`src/rtl/crc_frame_ctrl_pkg.sv`:
```
// Shared types and constants for the CRC frame controller and its frame buffer.
package crc_frame_ctrl_pkg;

  localparam int unsigned CRC_W  = 8;
  localparam int unsigned BYTE_W = 8;

  // Frame bits go to the engine LSB-first; the serial CRC arrives MSB-first.
  localparam bit DATA_LSB_FIRST = 1'b1;
  localparam bit CRC_MSB_FIRST  = 1'b1;

  typedef enum logic [2:0] {
    StIdle,
    StLoad,
    StSeed,
    StShift,
    StDrain,
    StDone
  } state_e;

  function automatic logic [CRC_W-1:0] crc_collect(input logic [CRC_W-1:0] acc,
                                                   input logic             b);
    if (CRC_MSB_FIRST) begin
      return {acc[CRC_W-2:0], b};
    end
    return {b, acc[CRC_W-1:1]};
  endfunction

endpackage

```
`src/rtl/crc_frame_ctrl_if.sv`:
```
// Byte-in, engine-side and result handshake signals of the CRC frame controller.
interface crc_frame_ctrl_if
  import crc_frame_ctrl_pkg::*;
#(
  parameter int unsigned DEPTH = 16
);
  localparam int unsigned LEN_W = $clog2(DEPTH) + 1;

  logic [BYTE_W-1:0] in_data;
  logic              in_valid;
  logic              in_last;
  logic              in_ready;

  logic              crc_rst_n;
  logic              crc_active;
  logic              crc_data;
  logic              crc_bit;
  logic              crc_valid;

  logic [CRC_W-1:0]  out_crc;
  logic [LEN_W-1:0]  out_len;
  logic              out_err;
  logic              out_valid;
  logic              out_ready;

  modport master (
    input  in_data, in_valid, in_last, crc_bit, crc_valid, out_ready,
    output in_ready, crc_rst_n, crc_active, crc_data, out_crc, out_len, out_err, out_valid
  );

  modport slave (
    output in_data, in_valid, in_last, crc_bit, crc_valid, out_ready,
    input  in_ready, crc_rst_n, crc_active, crc_data, out_crc, out_len, out_err, out_valid
  );

endinterface

```
`src/rtl/crc_frame_buf.sv`:
```
// DEPTH x 8 frame buffer: byte writes at wr_ptr, bit-serial reads via byte/bit counters.
module crc_frame_buf
  import crc_frame_ctrl_pkg::*;
#(
  parameter int unsigned DEPTH = 16
) (
  input  logic                       CLK,
  input  logic                       RST,
  input  logic                       clr,
  input  logic                       wr_en,
  input  logic [BYTE_W-1:0]          wr_data,
  input  logic                       rd_adv,
  output logic                       rd_data,
  output logic                       rd_done,
  output logic                       full,
  output logic [$clog2(DEPTH):0]     len
);
  localparam int unsigned AW    = $clog2(DEPTH);
  localparam int unsigned LEN_W = AW + 1;

  logic [BYTE_W-1:0] mem [DEPTH];
  logic [AW-1:0]     wr_ptr_q;
  logic [LEN_W-1:0]  len_q;
  logic [LEN_W-1:0]  rd_byte_q;
  logic [2:0]        rd_bit_q;
  logic [2:0]        bit_idx;

  always_ff @(posedge CLK) begin
    if (wr_en) begin
      mem[wr_ptr_q] <= wr_data;
    end
  end

  always_ff @(posedge CLK or negedge RST) begin
    if (!RST) begin
      wr_ptr_q  <= '0;
      len_q     <= '0;
      rd_byte_q <= '0;
      rd_bit_q  <= '0;
    end else if (clr) begin
      wr_ptr_q  <= '0;
      len_q     <= '0;
      rd_byte_q <= '0;
      rd_bit_q  <= '0;
    end else begin
      if (wr_en) begin
        wr_ptr_q <= wr_ptr_q + 1'b1;
        len_q    <= len_q + 1'b1;
      end
      if (rd_adv) begin
        rd_bit_q <= rd_bit_q + 1'b1;
        if (rd_bit_q == 3'd7) begin
          rd_byte_q <= rd_byte_q + 1'b1;
        end
      end
    end
  end

  assign bit_idx = DATA_LSB_FIRST ? rd_bit_q : (3'd7 - rd_bit_q);
  // Once rd_byte reaches len every bit has been issued; the wrapped index is never used.
  assign rd_data = mem[rd_byte_q[AW-1:0]][bit_idx];
  assign rd_done = (rd_byte_q == len_q);
  assign full    = (len_q == LEN_W'(DEPTH));
  assign len     = len_q;

endmodule

```
`src/rtl/crc_frame_ctrl.sv`:
```
// Frame controller: buffers a byte frame, seeds and feeds the serial CRC engine,
// collects the serial CRC and presents it with a valid/ready handshake.
module crc_frame_ctrl
  import crc_frame_ctrl_pkg::*;
#(
  parameter int unsigned DEPTH    = 16,
  parameter int unsigned DRAIN_TO = 12
) (
  input logic              CLK,
  input logic              RST,
  crc_frame_ctrl_if.master bus
);
  localparam int unsigned LEN_W = $clog2(DEPTH) + 1;
  localparam int unsigned TMO_W = $clog2(DRAIN_TO + 1);

  state_e           st_q, st_d;
  logic             wr_en, rd_adv, clr;
  logic             rd_data, rd_done, full;
  logic [LEN_W-1:0] len;
  logic             hs, done_err;

  logic             ovf_q, ovf_d;
  logic [2:0]       smp_q, smp_d;
  logic [TMO_W-1:0] tmo_q, tmo_d;
  logic [CRC_W-1:0] col_q, col_d;
  logic [LEN_W-1:0] out_len_q, out_len_d;
  logic             out_err_q, out_err_d;
  logic             out_valid_q;
  logic             crc_rst_n_q, crc_active_q, crc_data_q;

  crc_frame_buf #(
    .DEPTH (DEPTH)
  ) u_buf (
    .CLK     (CLK),
    .RST     (RST),
    .clr     (clr),
    .wr_en   (wr_en),
    .wr_data (bus.in_data),
    .rd_adv  (rd_adv),
    .rd_data (rd_data),
    .rd_done (rd_done),
    .full    (full),
    .len     (len)
  );

  assign bus.in_ready = (st_q == StLoad);
  assign hs           = bus.in_valid & bus.in_ready;

  always_comb begin
    st_d      = st_q;
    wr_en     = 1'b0;
    rd_adv    = 1'b0;
    clr       = 1'b0;
    done_err  = 1'b0;
    ovf_d     = ovf_q;
    smp_d     = smp_q;
    tmo_d     = '0;
    col_d     = col_q;
    out_len_d = out_len_q;
    out_err_d = out_err_q;

    unique case (st_q)
      StIdle: st_d = StLoad;
      StLoad: begin
        if (hs) begin
          if (full) begin
            ovf_d = 1'b1;
          end else begin
            wr_en = 1'b1;
          end
          if (bus.in_last) begin
            // An overflowed frame is never sent to the engine.
            if (full || ovf_q) begin
              st_d     = StDone;
              done_err = 1'b1;
            end else begin
              st_d = StSeed;
            end
          end
        end
      end
      StSeed: begin
        rd_adv = 1'b1;
        st_d   = StShift;
      end
      StShift: begin
        if (rd_done) begin
          st_d = StDrain;
        end else begin
          rd_adv = 1'b1;
        end
      end
      StDrain: begin
        tmo_d = tmo_q + 1'b1;
        if (bus.crc_valid) begin
          col_d = crc_collect(col_q, bus.crc_bit);
          smp_d = smp_q + 1'b1;
        end
        if (bus.crc_valid && (smp_q == 3'd7)) begin
          st_d = StDone;
        end else if (tmo_q == TMO_W'(DRAIN_TO - 1)) begin
          st_d     = StDone;
          done_err = 1'b1;
        end
      end
      StDone: begin
        if (bus.out_ready) begin
          st_d      = StIdle;
          clr       = 1'b1;
          ovf_d     = 1'b0;
          smp_d     = '0;
          col_d     = '0;
          out_len_d = '0;
          out_err_d = 1'b0;
        end
      end
      default: st_d = StIdle;
    endcase

    if ((st_q != StDone) && (st_d == StDone)) begin
      out_len_d = len;
      out_err_d = done_err;
    end
  end

  always_ff @(posedge CLK or negedge RST) begin
    if (!RST) begin
      st_q         <= StIdle;
      ovf_q        <= 1'b0;
      smp_q        <= '0;
      tmo_q        <= '0;
      col_q        <= '0;
      out_len_q    <= '0;
      out_err_q    <= 1'b0;
      out_valid_q  <= 1'b0;
      crc_rst_n_q  <= 1'b1;
      crc_active_q <= 1'b0;
      crc_data_q   <= 1'b0;
    end else begin
      st_q         <= st_d;
      ovf_q        <= ovf_d;
      smp_q        <= smp_d;
      tmo_q        <= tmo_d;
      col_q        <= col_d;
      out_len_q    <= out_len_d;
      out_err_q    <= out_err_d;
      out_valid_q  <= (st_d == StDone);
      crc_rst_n_q  <= (st_d != StSeed);
      crc_active_q <= (st_d == StShift);
      // rd_adv is high exactly on the edges that enter or stay in SHIFT.
      crc_data_q   <= rd_adv & rd_data;
    end
  end

  assign bus.crc_rst_n  = crc_rst_n_q;
  assign bus.crc_active = crc_active_q;
  assign bus.crc_data   = crc_data_q;
  assign bus.out_crc    = col_q;
  assign bus.out_len    = out_len_q;
  assign bus.out_err    = out_err_q;
  assign bus.out_valid  = out_valid_q;

endmodule

```
`src/flat_wrapper.sv`:
```
// flat-port wrapper written by rule: the top's interface ports become plain ports
module crc_frame_ctrl_flat import crc_frame_ctrl_pkg::*;
#(
  parameter int unsigned DEPTH    = 16,
  parameter int unsigned DRAIN_TO = 12
)
  (CLK, RST, bus_in_data, bus_in_valid, bus_in_last, bus_crc_bit, bus_crc_valid, bus_out_ready, bus_in_ready, bus_crc_rst_n, bus_crc_active, bus_crc_data, bus_out_crc, bus_out_len, bus_out_err, bus_out_valid);
  crc_frame_ctrl_if #(.DEPTH(DEPTH)) bus_i ();
  input logic CLK;
  input logic RST;
  input wire logic [$bits(bus_i.in_data)-1:0] bus_in_data;
  input wire logic [$bits(bus_i.in_valid)-1:0] bus_in_valid;
  input wire logic [$bits(bus_i.in_last)-1:0] bus_in_last;
  input wire logic [$bits(bus_i.crc_bit)-1:0] bus_crc_bit;
  input wire logic [$bits(bus_i.crc_valid)-1:0] bus_crc_valid;
  input wire logic [$bits(bus_i.out_ready)-1:0] bus_out_ready;
  output wire logic [$bits(bus_i.in_ready)-1:0] bus_in_ready;
  output wire logic [$bits(bus_i.crc_rst_n)-1:0] bus_crc_rst_n;
  output wire logic [$bits(bus_i.crc_active)-1:0] bus_crc_active;
  output wire logic [$bits(bus_i.crc_data)-1:0] bus_crc_data;
  output wire logic [$bits(bus_i.out_crc)-1:0] bus_out_crc;
  output wire logic [$bits(bus_i.out_len)-1:0] bus_out_len;
  output wire logic [$bits(bus_i.out_err)-1:0] bus_out_err;
  output wire logic [$bits(bus_i.out_valid)-1:0] bus_out_valid;
  assign bus_i.in_data = bus_in_data;
  assign bus_i.in_valid = bus_in_valid;
  assign bus_i.in_last = bus_in_last;
  assign bus_i.crc_bit = bus_crc_bit;
  assign bus_i.crc_valid = bus_crc_valid;
  assign bus_i.out_ready = bus_out_ready;
  assign bus_in_ready = bus_i.in_ready;
  assign bus_crc_rst_n = bus_i.crc_rst_n;
  assign bus_crc_active = bus_i.crc_active;
  assign bus_crc_data = bus_i.crc_data;
  assign bus_out_crc = bus_i.out_crc;
  assign bus_out_len = bus_i.out_len;
  assign bus_out_err = bus_i.out_err;
  assign bus_out_valid = bus_i.out_valid;
  crc_frame_ctrl #(.DEPTH(DEPTH), .DRAIN_TO(DRAIN_TO)) u_core (.CLK(CLK), .RST(RST), .bus(bus_i));
endmodule
```
`config.mk`:
```
export PLATFORM = sky130hd
export DESIGN_NAME = crc_frame_ctrl_flat
export DESIGN_NICKNAME = d
export VERILOG_FILES = /design/src/rtl/crc_frame_ctrl_pkg.sv /design/src/rtl/crc_frame_ctrl_if.sv /design/src/rtl/crc_frame_buf.sv /design/src/rtl/crc_frame_ctrl.sv /design/src/flat_wrapper.sv
export SDC_FILE = /design/constraint.sdc
export NUM_CORES = 1
export LEC_CHECK = 0
export ABC_AREA = 1
export CORE_UTILIZATION = 64
export DETAILED_ROUTE_END_ITERATION = 6
export DONT_BUFFER_PORTS = 1
export PLACE_DENSITY = 0.8
export REMOVE_ABC_BUFFERS = 1
export SYNTH_ARGS = -nofsm -noshare
export SYNTH_HDL_FRONTEND = slang
export SYNTH_HIERARCHICAL = 1
export SYNTH_SLANG_ARGS = --single-unit
```
`constraint.sdc`:
```
create_clock -name CLK -period 3.5 [get_ports CLK]
set_clock_uncertainty 0.05 [all_clocks]
set_input_delay 0.35 -clock CLK [delete_from_list [all_inputs] [get_ports CLK]]
set_output_delay 0.35 -clock CLK [all_outputs]
set_load 0.03 [all_outputs]
```
# --- Word-level counts from Yosys, hierarchy flattened ---
# Memories as Yosys holds them, arrays and structs flattened.
# Index checks and enable logic that the tools add are counted.
word_totals:
  latch_bits: 0
  output_inout_bits: 19
  romBits: 0
  mem_count: 1
  input_bits: 15
  ramBits: 128
  elab_cells: 111
  ff_bits: 46
memory_table:
  columns: ["name", "depth", "word_bits", "read_ports", "rd_clocked_by_memory_dff", "write_ports", "line_no", "rtl"]
  rows:
  - ["u_core.u_buf.mem", 16, 8, 1, 0, 1, "crc_frame_buf.sv:21", "logic [BYTE_W-1:0] mem [DEPTH];"]
classes:
  mux: 53
  n_div: 0
  magnitude_cmp: 1
  n_eq_ne: 18
  bitwise: 2
  multipliers: 0
  n_addsub: 6
  shifts: 0
  reduce_logical: 15
ops:
  columns: ["cell", "count"]
  rows:
  - ["5-bit 2-to-1 mux", 8]
  - ["3-bit 2-to-1 mux", 11]
  - ["8-bit 2-to-1 mux", 3]
  - ["1-bit 2-to-1 mux", 21]
  - ["3-bit case mux with 6 select lines", 1]
  - ["8-bit case mux with 2 select lines", 1]
  - ["3-bit == test (second input constant)", 5]
  - ["2-bit nonzero test", 7]
  - ["4-bit 2-to-1 mux", 3]
  - ["5-bit by 1-bit adder with 5-bit output (second input constant)", 2]
  - ["3-bit by 2-bit == test with 1-bit output (second input constant)", 3]
  - ["4-bit by 1-bit adder with 4-bit output (second input constant)", 2]
  - ["2-bit != test (second input constant)", 4]
  - ["3-bit by 1-bit adder with 3-bit output (second input constant)", 2]
  - ["1-bit case mux with 2 select lines", 3]
  - ["3-bit case mux with 2 select lines", 1]
  - ["5-bit == test", 1]
  - ["5-bit == test (second input constant)", 1]
  - ["4-bit == test (second input constant)", 1]
  - ["3-bit by 4-bit less-than comparator with 1-bit output (second input constant)", 1]
  - ["2-bit AND reduction", 2]
  - ["4-bit AND reduction", 1]
  - ["1-bit binary-select mux with 3-bit select", 1]
  - ["3-bit by 1-bit == test with 1-bit output (second input constant)", 1]
  - ["other kinds (7)", 9]

# --- Depth between registers and ports, before layout ---
logic_depth:
  word_depth: 10
  depth_mapped: 17
  depth_no_buf: 16

# --- By module ---
# The synthesis kept the hierarchy.
modules_own_cells:
  columns: ["mod", "area_each_um2", "cells_per_inst", "seq_area_each_um2", "n_inst"]
  rows:
  - ["crc_frame_buf", 6274.8, 597, 4269.1, 1]
  - ["crc_frame_ctrl", 1311.3, 138, 726.9, 1]

# --- Worst setup path after synthesis ---
# No wires, ideal clock.
synth_path:
  kind: "register to register"
  from: "reg u_core.u_buf.len_q[0] (netlist: u_core/u_buf/len[0])"
  to: "mem u_core.u_buf.mem[11][0], enable pin"
  period_less_slack_ps: 2235
  path_buffers: 1
  arrival_ps: 1815
  setup_time_ps: 370
  path_slack_ps: 1265
  t_required_ps: 3080
  stages_incl_launch_ff: 9
  cell_sequence: "dfrtp_1 > inv_1 > ha_1 > nand2_1 > nor3_1 > nor3_1 > clkbuf_1 > nand2_1 > nor2_1"
synth_between:
  elab_chain_len: 6
synth_rtl:
  columns: ["item", "line_no", "rtl"]
  rows:
  - ["start: declaration", "crc_frame_buf.sv:23", "logic [LEN_W-1:0] len_q;"]
  - ["start signal: assignment", "crc_frame_buf.sv:48", "len_q <= len_q + 1'b1;"]
  - ["5-bit == test", "crc_frame_buf.sv:63", "assign full = (len_q == LEN_W'(DEPTH));"]
  - ["net u_core.full", "crc_frame_ctrl.sv:18", "logic rd_data, rd_done, full;"]
  - ["1-bit 2-to-1 mux", "crc_frame_ctrl.sv:66", "if (full) begin"]
  - ["1-bit 2-to-1 mux", "crc_frame_ctrl.sv:65", "if (hs) begin"]
  - ["1-bit 2-to-1 mux", "crc_frame_ctrl.sv:62", "unique case (st_q)"]
  - ["net u_core.wr_en", "crc_frame_ctrl.sv:17", "logic wr_en, rd_adv, clr;"]
  - ["1-bit 2-to-1 mux", "crc_frame_buf.sv:29", "if (wr_en) begin"]
  - ["1-bit 2-to-1 mux (implied by the code)", "crc_frame_buf.sv:30", "mem[wr_ptr_q] <= wr_data;"]
  - ["end: declaration", "crc_frame_buf.sv:21", null]
# The timed path passes the listed nets, and every way through them passes these cells.

# --- Worst setup path after layout ---
layout_path:
  from: "reg u_core.u_buf.rd_byte_q[0]"
  to: "reg u_core.u_buf.rd_byte_q[4]"
layout_between:
  elab_chain_len: 5
  elab_cells_between_ends: 9
  classes_between: "add/sub: 1; eq/ne: 1; mux: 5; reduce/logical: 2"
layout_rtl:
  columns: ["item", "line_no", "rtl"]
  rows:
  - ["start: declaration", "crc_frame_buf.sv:24", "logic [LEN_W-1:0] rd_byte_q;"]
  - ["start signal: assignment", "crc_frame_buf.sv:53", "rd_byte_q <= rd_byte_q + 1'b1;"]
  - ["5-bit == test", "crc_frame_buf.sv:62", "assign rd_done = (rd_byte_q == len_q);"]
  - ["net u_core.rd_done", "crc_frame_ctrl.sv:18", null]
  - ["1-bit 2-to-1 mux", "crc_frame_ctrl.sv:87", "if (rd_done) begin"]
  - ["1-bit case mux with 2 select lines", "crc_frame_ctrl.sv:62", null]
  - ["net u_core.rd_adv", "crc_frame_ctrl.sv:17", null]
  - ["2-bit nonzero test (no source line)", null, null]
  - ["2-bit AND reduction (no source line)", null, null]
# The timed path passes the listed nets, and every way through them passes these cells. The select of a mux whose other input is x is not followed.
# A chain may end at the register's enable or synchronous reset.

==> run summary <==
* pin count of the biggest net entering global routing: 76
* iteration-0 DRC count of the detailed router: 522
* GP Congestion: 0.959
* Sum Neg Setup Slack: 0 ns
* Routed WL per cell: 17.9 um
* final-report hold violation count: 0
* slew at the pin with the worst max-slew slack: 0.851 ns
* Leakage: 3.45 nW
* initial core utilization: 66.2%
* type of the worst min-delay path: input pin to flop
* launch point of the worst reg-to-reg path: u_core/u_buf/rd_byte_q[0]
* Yosys top cell by area: sky130_fd_sc_hd__edfxtp_1
* Port Buffers: 0
* Most Frequent Cell on Critical Path: sky130_fd_sc_hd__nand2_1
* maximum level of the CTS H-tree: 4
* Resized Gates After CTS: 0
* pins over their slew limit: 0
* clock insertion delay at the later pin of the skew report: 0.43 ns
* Max Cap Violations: 0
* final worst path period need: 2.69 ns
* fillcell total: 790
* routed wire length: 16100 um
* proportion of netlist area held by the largest area contributor: 50.7%
* share of synthesized area occupied by flip-flops and latches: 65.9%
* number of storage elements in the synthesis netlist: 174
* cells after synthesis: 735
* data arrival time of the critical path: 3.00 ns
* critical path launch point type: flop
* area growth from synthesis to final layout: 9.47%
* clock input transition at the sequential cells of the worst setup and hold paths: 0.06 ns
* setup repair after global routing missed its margin: false
* count of yosys warnings during synthesis: 6
* vias in the first global route: 5110
* Clock Tree Root: sky130_fd_sc_hd__clkbuf_16
* number of enable-type register cells in the synthesized netlist: 128
* total power: 0.00671 W
* largest fanout of any net on the critical path: 75
* Ports: 34
* CTS Sinks: 174
* count of buffers added by post-CTS timing repair for setup: 0
* result of the run: complete, no violations
* Post-Synthesis Cell Area: 0.00759 mm^2
* sum of overflow across all layers after global routing: 0
* share of async-settable or async-resettable flops after synthesis: 26.4%
* number of setup violations in the final report: 0
* wire length of the first global-routing pass: 25500 um
* worst max-slew margin expressed relative to the limit: 43.1%
* most common cell after layout, fill and taps aside: sky130_fd_sc_hd__nand2_1
* most frequent cells in the layout: 213 x sky130_fd_sc_hd__nand2_1, 128 x sky130_fd_sc_hd__edfxtp_1, 87 x sky130_fd_sc_hd__nand3_1, 64 x sky130_fd_sc_hd__inv_1, 57 x sky130_fd_sc_hd__nor2_1
* core footprint: 0.0115 mm^2
* mean cell area of the mapped netlist: 10.3 um^2
* maximum buffer depth of the clock tree: 2
* vias: 5257
* Place WS: 0.832 ns
* worst path setup slack after routing: 0.807 ns
* DR pass1 iterations: 5
* die area: 0.0123 mm^2
* crit-path max cell delay: 0.57 ns
* area taken by multi-input logic gates: 0.00217 mm^2
* maximum vdd drop: 0.000589 V
* final net count: 769
* share of final-layout standard cells stronger than drive strength 1: 7.28%
* area of all sequential standard cells: 0.00500 mm^2
* launch point of the worst path: u_core/u_buf/rd_byte_q[0]
* Post-synth top flop: sky130_fd_sc_hd__edfxtp_1
* die span in y: 111 um
* Die Width: 111 um
* Unique masters post-synth: 35
* cell chain of the critical path: buf_4 -> o2111ai_1 -> nor4_1 -> nand2_1 -> nand3_1 -> inv_1 -> nand2_1 -> inv_1 -> nor2_1 -> inv_1 -> nand2_1 -> nor2_1 -> nand2_1 -> o21ai_0 -> a21oi_1
* detailed-route DRC error count: 0
* number of buffers inserted during clock tree synthesis: 17
* Critical Path End Type: flop
* via count normalized by instance count: 5.85
* number of antenna violations at the first check in global routing: 0
* number of routed nets with antenna violations: 0
* critical path class: flop to flop
* Period Utilization, post-route: 76.9%
* Row Count: 39
* leading cell types by total area after synthesis: sky130_fd_sc_hd__edfxtp_1 51%, sky130_fd_sc_hd__dfrtp_1 15%, sky130_fd_sc_hd__nand2_1 11%
* TritonCTS clock tree: done
* Max stage delay cell, worst path: sky130_fd_sc_hd__buf_4
* total power per unit cell area: 808 mW/mm^2
* HPWL after DPL: 10200 um
* maximum clock frequency: 371 MHz
* startpoint of the tightest hold check path: bus_crc_valid
* total routing resource utilization after global routing: 27.5%
* data required time at the worst endpoint: 3.80 ns
==> registers in the layout, summed over array words and instances (netlist names) <==
signal	count
u_core/bus.crc_active	1
u_core/bus.out_valid	1
u_core/bus.out_err	1
u_core/bus.crc_rst_n	1
u_core/bus.crc_data	1
u_core/u_buf/rd_byte_q	5
u_core/smp_q	3
u_core/bus.out_crc	8
u_core/u_buf/bit_idx	3
u_core/tmo_q	4
u_core/st_q	3
u_core/bus.out_len	5
u_core/ovf_q	1
u_core/u_buf/wr_ptr_q	4
u_core/u_buf/len	5
u_core/u_buf/mem	128
==> stage by stage <==
stage / util [%] / hold WS (ns) / area, um^2 / instances
after global placement: 66.7 / 0.00515 / 7650 / 856
final: 72.4 / 0.0132 / 8300 / 899
after floorplan: - / 0.00441 / 7430 / 708
after detailed placement: 66.7 / 0.00500 / 7650 / 856
after global routing: 72.4 / 0.00552 / 8300 / 898
after CTS: 72.4 / 0.00361 / 8300 / 898
==> final cells by class <==
class                           count  share of cell area, %
Inverter                           72                   3.25
Multi-Input combinational cell    462                   26.1
Clock inverter                     13                   1.21
Sequential cell                   174                   60.2
Antenna cell                        1                 0.0301
Tap cell                          143                   2.15
Clock buffer                       19                   5.21
Timing Repair Buffer               15                   1.87
==> metal layers <==
layer | track usage [%] | wire length (um) | part of all wire [%] | vias up
met1 | 36.4 | 6540 | 41 | 2527
met2 | 44.8 | 8040 | 50 | 207
met3 | 6.67 | 1200 | 7.4 | 36
met4 | 9.78 | 314 | 1.9 | 2
li1 | - | - | - | 2485
met5 | 0 | 30 | 0.19 | -
==> path summary, 6_finish.rpt <==
| check | to | slack, ns | cells after the start |
|---|---|---|---|
| max | u_core/u_buf/rd_byte_q[4] | 0.81 | 15 |
| min | u_core/smp_q[2] | 0.01 | 2 |
| max reg2reg | u_core/u_buf/rd_byte_q[4] | 0.81 | 15 |
| min reg2reg | u_core/tmo_q[0] | 0.44 | 1 |
| max in group asynchronous | u_core/bus.crc_rst_n | 2.76 | 2 |
| min in group asynchronous | u_core/smp_q[0] | 0.37 | 2 |
==> worst max-delay path: cells and delay by family (launching register included) <==
kind	cells	cell delay, ns
buffers and inverters	4	0.82
and+or+nand+nor	8	0.94
AOI/OAI and AO/OA	3	0.43
DFF	1	0.36
==> logic make-up after synthesis <==
kind of cell	after synthesis	share of synthesized area, %
buffers and inverters	99	5.57
AND/OR/NAND/NOR	385	21.7
AO/OA/AOI/OAI	63	4.65
adder cells (fa/ha/maj)	12	1.98
flip-flops	174	65.9
XOR/XNOR	2	0.231
==> timing repair <==
item,in CTS,in global routing
endpoints found under the setup margin,0,0
hold endpoints to repair,174,0
hold buffers,10,0
==> power breakdown <==
part	leakage (nW)	switching, W	internal [W]	total, W
clock network	0.251	0.000737	0.000963	0.00170
registers	1.73	0.000408	0.00250	0.00290
logic	1.47	0.00147	0.000633	0.00211
total	3.45	0.00262	0.00409	0.00671
==> synthesized netlist by cell type (7+ instances only) <==
library cell / instances
sky130_fd_sc_hd__nand2_1: 213
sky130_fd_sc_hd__inv_2: 7
sky130_fd_sc_hd__o22ai_1: 8
sky130_fd_sc_hd__nor2_1: 57
sky130_fd_sc_hd__o21ai_0: 21
sky130_fd_sc_hd__ha_1: 12
sky130_fd_sc_hd__clkbuf_1: 7
sky130_fd_sc_hd__edfxtp_1: 128
sky130_fd_sc_hd__buf_2: 11
sky130_fd_sc_hd__nand3_1: 87
sky130_fd_sc_hd__inv_1: 64
sky130_fd_sc_hd__nand4_1: 7
sky130_fd_sc_hd__dfrtp_1: 45
sky130_fd_sc_hd__a21oi_1: 22
Note: power is estimated with default switching activity, not from simulation.
